`config.mk`:
```
export PLATFORM = sky130hd
export DESIGN_NAME = nes_mem_arbiter_flat
export DESIGN_NICKNAME = d
export VERILOG_FILES = /design/src/rtl/nes_mem_arbiter_if.sv /design/src/rtl/nes_mem_arbiter.sv /design/src/flat_wrapper.sv
export SDC_FILE = /design/constraint.sdc
export NUM_CORES = 1
export LEC_CHECK = 0
export ABC_CLOCK_PERIOD_IN_PS = 3900
export BUFFER_PORTS_ARGS = -buffer_cell sky130_fd_sc_hd__buf_2
export CORE_ASPECT_RATIO = 0.6
export CORE_MARGIN = 5
export CORE_UTILIZATION = 30
export CTS_BUF_LIST = sky130_fd_sc_hd__clkbuf_2
export DETAILED_ROUTE_END_ITERATION = 6
export PLACE_DENSITY = 0.57
export SYNTH_ARGS = -nofsm -noshare
export SYNTH_HDL_FRONTEND = slang
export SYNTH_SLANG_ARGS = --single-unit
export TNS_END_PERCENT = 20
```
`constraint.sdc`:
```
create_clock -name clk -period 3.9 [get_ports clk]
set_clock_uncertainty 0.15 [all_clocks]
set_input_delay 0.78 -clock clk [delete_from_list [all_inputs] [get_ports clk]]
set_output_delay 0.78 -clock clk [all_outputs]
set_load 0.005 [all_outputs]
```
`src/rtl/nes_mem_arbiter_if.sv`:
```
// nes_mem_arbiter_if: external memory port between the arbiter (master) and the memory controller (slave)
interface nes_mem_arbiter_if;
  logic        mem_req;
  logic        mem_we;
  logic [21:0] mem_addr;
  logic [7:0]  mem_wdata;
  logic [7:0]  mem_rdata;
  logic        mem_ack;
  modport master(output mem_req, mem_we, mem_addr, mem_wdata, input mem_rdata, mem_ack);
  modport slave(input mem_req, mem_we, mem_addr, mem_wdata, output mem_rdata, mem_ack);
endinterface

```
`src/rtl/nes_mem_arbiter.sv`:
```
// nes_mem_arbiter: loader FIFO plus PPU/CPU arbitration onto one external memory port.
// Define NES_ARB_STATS_EN to add per-requester completion counters and a forced-grant counter.
module nes_mem_arbiter #(
  parameter int LFIFO_DEPTH  = 4,
  parameter int CPU_MAX_WAIT = 8
) (
  input  logic              clk,
  input  logic              reset_n,
  input  logic              ld_write,
  input  logic [21:0]       ld_addr,
  input  logic [7:0]        ld_data,
  input  logic              ld_done,
  output logic              ld_overflow,
  input  logic              ppu_req,
  input  logic [21:0]       ppu_addr,
  output logic              ppu_ack,
  output logic [7:0]        ppu_rdata,
  input  logic              cpu_req,
  input  logic              cpu_we,
  input  logic [21:0]       cpu_addr,
  input  logic [7:0]        cpu_wdata,
  output logic              cpu_ack,
  output logic [7:0]        cpu_rdata,
  nes_mem_arbiter_if.master mem
`ifdef NES_ARB_STATS_EN
  ,
  output logic [15:0]       stat_ld,
  output logic [15:0]       stat_ppu,
  output logic [15:0]       stat_cpu,
  output logic [7:0]        stat_starve
`endif
);
  localparam int AW = $clog2(LFIFO_DEPTH);
  localparam int WW = $clog2(CPU_MAX_WAIT + 1);
  typedef enum logic {IDLE, BUSY} state_t;
  typedef enum logic [1:0] {OWN_LD, OWN_PPU, OWN_CPU} owner_t;
  state_t        state;
  owner_t        owner;
  logic [21:0]   fifo_addr [LFIFO_DEPTH];
  logic [7:0]    fifo_data [LFIFO_DEPTH];
  logic [AW-1:0] wr_ptr, rd_ptr;
  logic [AW:0]   count;
  logic [WW-1:0] wait_cnt;
  logic          fifo_empty, fifo_full, push, forced, grant_ld, grant_ppu, grant_cpu;
  always_comb begin
    fifo_empty = count == '0;
    fifo_full  = count == (AW+1)'(LFIFO_DEPTH);
    push       = ld_write && !fifo_full;
    forced     = cpu_req && wait_cnt == WW'(CPU_MAX_WAIT);
    grant_ld   = state == IDLE && !fifo_empty;
    grant_ppu  = state == IDLE && fifo_empty && ld_done && ppu_req && !forced;
    grant_cpu  = state == IDLE && fifo_empty && ld_done && cpu_req && (forced || !ppu_req);
  end
  always_ff @(posedge clk)
    if (push) begin
      fifo_addr[wr_ptr] <= ld_addr;
      fifo_data[wr_ptr] <= ld_data;
    end
  always_ff @(posedge clk or negedge reset_n)
    if (!reset_n) begin
      state         <= IDLE;
      owner         <= OWN_LD;
      wr_ptr        <= '0;
      rd_ptr        <= '0;
      count         <= '0;
      wait_cnt      <= '0;
      ld_overflow   <= 1'b0;
      ppu_ack       <= 1'b0;
      cpu_ack       <= 1'b0;
      ppu_rdata     <= '0;
      cpu_rdata     <= '0;
      mem.mem_req   <= 1'b0;
      mem.mem_we    <= 1'b0;
      mem.mem_addr  <= '0;
      mem.mem_wdata <= '0;
    end else begin
      ppu_ack <= 1'b0;
      cpu_ack <= 1'b0;
      if (push) wr_ptr <= wr_ptr + AW'(1);
      if (grant_ld) rd_ptr <= rd_ptr + AW'(1);
      count <= count + (AW+1)'(push) - (AW+1)'(grant_ld);
      if (ld_write && fifo_full) ld_overflow <= 1'b1;
      if (!cpu_req || grant_cpu) wait_cnt <= '0;
      else if ((grant_ld || grant_ppu) && wait_cnt != WW'(CPU_MAX_WAIT)) wait_cnt <= wait_cnt + WW'(1);
      if (grant_ld) begin
        state         <= BUSY;
        owner         <= OWN_LD;
        mem.mem_req   <= 1'b1;
        mem.mem_we    <= 1'b1;
        mem.mem_addr  <= fifo_addr[rd_ptr];
        mem.mem_wdata <= fifo_data[rd_ptr];
      end else if (grant_ppu) begin
        state         <= BUSY;
        owner         <= OWN_PPU;
        mem.mem_req   <= 1'b1;
        mem.mem_we    <= 1'b0;
        mem.mem_addr  <= ppu_addr;
        mem.mem_wdata <= '0;
      end else if (grant_cpu) begin
        state         <= BUSY;
        owner         <= OWN_CPU;
        mem.mem_req   <= 1'b1;
        mem.mem_we    <= cpu_we;
        mem.mem_addr  <= cpu_addr;
        mem.mem_wdata <= cpu_wdata;
      end else if (state == BUSY && mem.mem_ack) begin
        state       <= IDLE;
        mem.mem_req <= 1'b0;
        ppu_ack     <= owner == OWN_PPU;
        cpu_ack     <= owner == OWN_CPU;
        if (owner == OWN_PPU) ppu_rdata <= mem.mem_rdata;
        // a CPU write leaves cpu_rdata holding its last read value
        if (owner == OWN_CPU && !mem.mem_we) cpu_rdata <= mem.mem_rdata;
      end
    end
`ifdef NES_ARB_STATS_EN
  logic done;
  assign done = state == BUSY && mem.mem_ack;
  always_ff @(posedge clk or negedge reset_n)
    if (!reset_n) begin
      stat_ld     <= '0;
      stat_ppu    <= '0;
      stat_cpu    <= '0;
      stat_starve <= '0;
    end else begin
      if (done && owner == OWN_LD && stat_ld != '1) stat_ld <= stat_ld + 16'd1;
      if (done && owner == OWN_PPU && stat_ppu != '1) stat_ppu <= stat_ppu + 16'd1;
      if (done && owner == OWN_CPU && stat_cpu != '1) stat_cpu <= stat_cpu + 16'd1;
      if (grant_cpu && forced && stat_starve != '1) stat_starve <= stat_starve + 8'd1;
    end
`endif
endmodule
```
`src/flat_wrapper.sv`:
```
// flat-port wrapper written by rule: the top's interface ports become plain ports
module nes_mem_arbiter_flat 
#(
  parameter int LFIFO_DEPTH  = 4,
  parameter int CPU_MAX_WAIT = 8
)
  (clk, reset_n, ld_write, ld_addr, ld_data, ld_done, ld_overflow, ppu_req, ppu_addr, ppu_ack, ppu_rdata, cpu_req, cpu_we, cpu_addr, cpu_wdata, cpu_ack, cpu_rdata, mem_mem_req, mem_mem_we, mem_mem_addr, mem_mem_wdata, mem_mem_rdata, mem_mem_ack);
  nes_mem_arbiter_if mem_i ();
  input  logic clk;
  input  logic reset_n;
  input  logic ld_write;
  input  logic [21:0] ld_addr;
  input  logic [7:0] ld_data;
  input  logic ld_done;
  output logic ld_overflow;
  input  logic ppu_req;
  input  logic [21:0] ppu_addr;
  output logic ppu_ack;
  output logic [7:0] ppu_rdata;
  input  logic cpu_req;
  input  logic cpu_we;
  input  logic [21:0] cpu_addr;
  input  logic [7:0] cpu_wdata;
  output logic cpu_ack;
  output logic [7:0] cpu_rdata;
  output wire logic [$bits(mem_i.mem_req)-1:0] mem_mem_req;
  output wire logic [$bits(mem_i.mem_we)-1:0] mem_mem_we;
  output wire logic [$bits(mem_i.mem_addr)-1:0] mem_mem_addr;
  output wire logic [$bits(mem_i.mem_wdata)-1:0] mem_mem_wdata;
  input wire logic [$bits(mem_i.mem_rdata)-1:0] mem_mem_rdata;
  input wire logic [$bits(mem_i.mem_ack)-1:0] mem_mem_ack;
  assign mem_mem_req = mem_i.mem_req;
  assign mem_mem_we = mem_i.mem_we;
  assign mem_mem_addr = mem_i.mem_addr;
  assign mem_mem_wdata = mem_i.mem_wdata;
  assign mem_i.mem_rdata = mem_mem_rdata;
  assign mem_i.mem_ack = mem_mem_ack;
  nes_mem_arbiter #(.LFIFO_DEPTH(LFIFO_DEPTH), .CPU_MAX_WAIT(CPU_MAX_WAIT)) u_core (.clk(clk), .reset_n(reset_n), .ld_write(ld_write), .ld_addr(ld_addr), .ld_data(ld_data), .ld_done(ld_done), .ld_overflow(ld_overflow), .ppu_req(ppu_req), .ppu_addr(ppu_addr), .ppu_ack(ppu_ack), .ppu_rdata(ppu_rdata), .cpu_req(cpu_req), .cpu_we(cpu_we), .cpu_addr(cpu_addr), .cpu_wdata(cpu_wdata), .cpu_ack(cpu_ack), .cpu_rdata(cpu_rdata), .mem(mem_i));
endmodule
```
==> impl_metrics.ini <==
[timing]
tns_ns = 0
timing_hold_violations_final = 0
rsz0062_at_grt = false
finalSetupViolCount = 0
clock.fmax_mhz = 343
max-slew-margin-rel = 0.397
finalMaxSlewViolations = 0
max_slew.worst_pin.slew_ns = 0.905
final.setup.worst_slack_ns = 0.981
post-route-min-period_ns = 2.92
timing.final.crit_share = 0.748

[logic_synthesis]
synth_top_cells_by_area = edfxtp_1 49%, dfrtp_1 22%, mux4_2 9.1%
synth_sequential_area_ratio = 0.704
synth_area_um2 = 7390
synth.top_cells.by_count = 120 x edfxtp_1, 79 x nand2_1, 64 x dfrtp_1, 30 x mux4_2, 26 x a21oi_1
synth_top_area_cell = edfxtp_1
synthFlopType = edfxtp_1
yosys.area_share.simple = 0.0748
synth_area_per_cell_um2 = 15.5
synth_warnings = 0
synth_largest_type_area_fraction = 0.487
asyncSetResetFlopFracSynth = 0.348
muxShareOfSynthArea = 0.104
xor_xnor_fraction_of_synth_area = 0.00592
synth-adder-area-share = 0.0162
synth_edf_count = 120
ys_types = 46
most_repeated_cell_in_the_gate_level_netlist_after_synthesis = edfxtp_1
postSynthRegisterBits = 184
main_combinational_cell_family_by_area_after_synthesis = multiplexers
synth.net_count = 585
compound_gate_fraction_of_synth_area = 0.0734
postSynthCellCount = 478

[die]
std_cell_rows = 44
die_h_um = 132
initial_core_util = 0.305
die_area_um2 = 28000
core_region_area_um2 = 24200
fp.dieW_um = 213
num_io_pins = 149

[clock_tree]
tritoncts = done
cts_buffer_depth = 2
ctsHoldBuffers = 2
cts.sink_count = 184
cts_repair_resizes = 0
level_count_of_the_clock_h_tree = 4
cts_root_buf = clkbuf_2
cts.repair_timing.setup_buffer_count = 0
worst_skew_pair.late_latency_ns = 0.73
clk_transition_reported_paths_ns = 0.27
tritoncts.num_buffers = 17

[route]
detail_route.drc_violations = 0
via_count = 4489
dr_wl_met2_um = 8280
antenna_violating_nets_post_route = 0
viasPerCell = 4.61
detailedRoute.firstIterationViolations = 339
dr.pass1.iters = 4
drt-met1-wl_um = 8210
met3_length_um = 1180
highest_layer = met5
wirelength_um = 18000
wl_per_cell_um = 18.5

[placed_design]
last_weighted_congestion_value_of_the_routability_driven_placer = 0.763
dpl.cell_count = 929
dpl_worst_slack_ns = 0.973
placement.io_buffers = 148
hpwlAfterDp_um = 12500

[global_route]
first_global_vias = 4802
grt_pass1_wl_um = 27700
grtUsageTotal = 0.130
maximum_number_of_pins_on_one_net_before_global_route_repair = 65
number_of_antenna_violations_at_the_first_check_in_global_routing = 3
grt_remaining_overflow = 0

[pwr]
powerDensity_nw_per_um2 = 677
total_power_w = 0.00599
ir_worst_vdd_mv = 0.204
cellLeakagePower_nw = 3.46

[cells_and_area]
area.sequential_um2 = 5210
fillCellCount = 2349
finish.cell_count_without_fillers = 973
multiInputGateArea_um2 = 2050
final_net_count = 742
final_layout_size_suffix_gt1_frac = 0.366
synthToLayoutAreaGrowth_pct = 19.6

[flow_run]
cap_viol_max_count = 0

[setup_path]
crit_type = reg -> reg
category_of_the_worst_setup_path_capture_point = flop
critPathRequiredTime_ns = 4.38
r2r_slack_ns = 0.98
cp_max_fo = 26
worst_path_arrival_ns = 3.39
start_kind = flop

[min_path]
worst_hold_path_type = in -> reg

[outcome]
run_status = complete, no violations
## cells in the final DEF (no fill, tap or decap), types with 2 or more instances in the layout
cell type,instances
buf_4,7
clkbuf_2,17
inv_1,10
dlygate4sd3_1,9
or3_1,2
edfxtp_1,120
mux4_2,30
a21oi_1,26
or2_1,2
bufinv_16,3
nor2_1,25
ha_1,8
nand2_1,79
and2_2,4
o21ai_1,12
diode_2,3
clkinvlp_4,3
a22oi_1,9
clkinv_4,2
dfrtp_2,2
xnor2_1,5
clkinv_1,3
o21ai_0,2
mux2_2,8
inv_6,3
dfrtp_1,62
nand3_1,2
buf_2,147
o2bb2ai_1,22
## per-stage QoR
step	hold slack [ns]	utilization	instance area [µm²]
floorplan	0.316	-	7390
global placement	0.305	0.350	8490
detailed placement	0.312	0.350	8490
CTS	0.0128	0.362	8770
global route	0.00471	0.365	8840
finish	0.0837	0.365	8850
## layer usage
metal,vias up,global-route usage
li1,2093,-
met1,2250,0.178
met2,118,0.198
met3,26,0.0384
met4,2,0.0419
met5,-,0
## layout make-up
cell class | instances | area share
repair buffers | 163 | 0.0993
flip-flops and latches | 184 | 0.589
clock inverters | 15 | 0.0197
diodes | 3 | 0.000849
clock buffers | 17 | 0.00962
inverters | 12 | 0.00509
multi-input cells | 257 | 0.231
well taps | 322 | 0.0455
## sequential cells by signal, indices dropped and copies added (netlist names), 3 cells and up
register,cells
u_core.wait_cnt,4
u_core.count,3
u_core.mem.mem_addr,22
u_core.mem.mem_wdata,8
u_core.cpu_rdata,8
u_core.ppu_rdata,8
u_core.fifo_data,32
u_core.fifo_addr,88
## final timing paths
path	from	end	depth (start not counted)
min in group asynchronous	reset_n	u_core.mem.mem_addr[11]$_DFFE_PN0P_	2
worst min-delay path	mem_mem_rdata[3]	u_core.ppu_rdata[3]$_DFFE_PN0P_	3
worst max register to register	u_core.count[2]$_DFF_PN0_	u_core.count[2]$_DFF_PN0_	11
max in group asynchronous	reset_n	u_core.rd_ptr[0]$_DFFE_PN0P_	2
worst min register to register	u_core.ppu_rdata[7]$_DFFE_PN0P_	u_core.ppu_rdata[7]$_DFFE_PN0P_	2
worst max-delay path	u_core.count[2]$_DFF_PN0_	u_core.count[2]$_DFF_PN0_	11
## where the power goes
part           total, W  internal (W)  switching (W)
combinational   0.00196      0.000897        0.00107
clock           0.00102      0.000358       0.000666
sequential      0.00300       0.00263       0.000372
## critical path, stage by stage, from the launching register on
cell	delay (ns)
dfrtp_1	0.58
nor3_1	0.17
or2_1	0.12
buf_4	0.33
inv_2	0.22
ha_1	0.34
inv_1	0.06
ha_1	0.14
inv_1	0.06
fa_1	0.40
xnor2_1	0.14
xnor2_1	0.13
## cells by family after synthesis
family	after synthesis
xor+xnor	5
compound gates	81
mux	38
fa+ha+maj	9
simple gates	124
buf+inv	37
flops	184
Note: power is estimated with default switching activity, not from simulation.
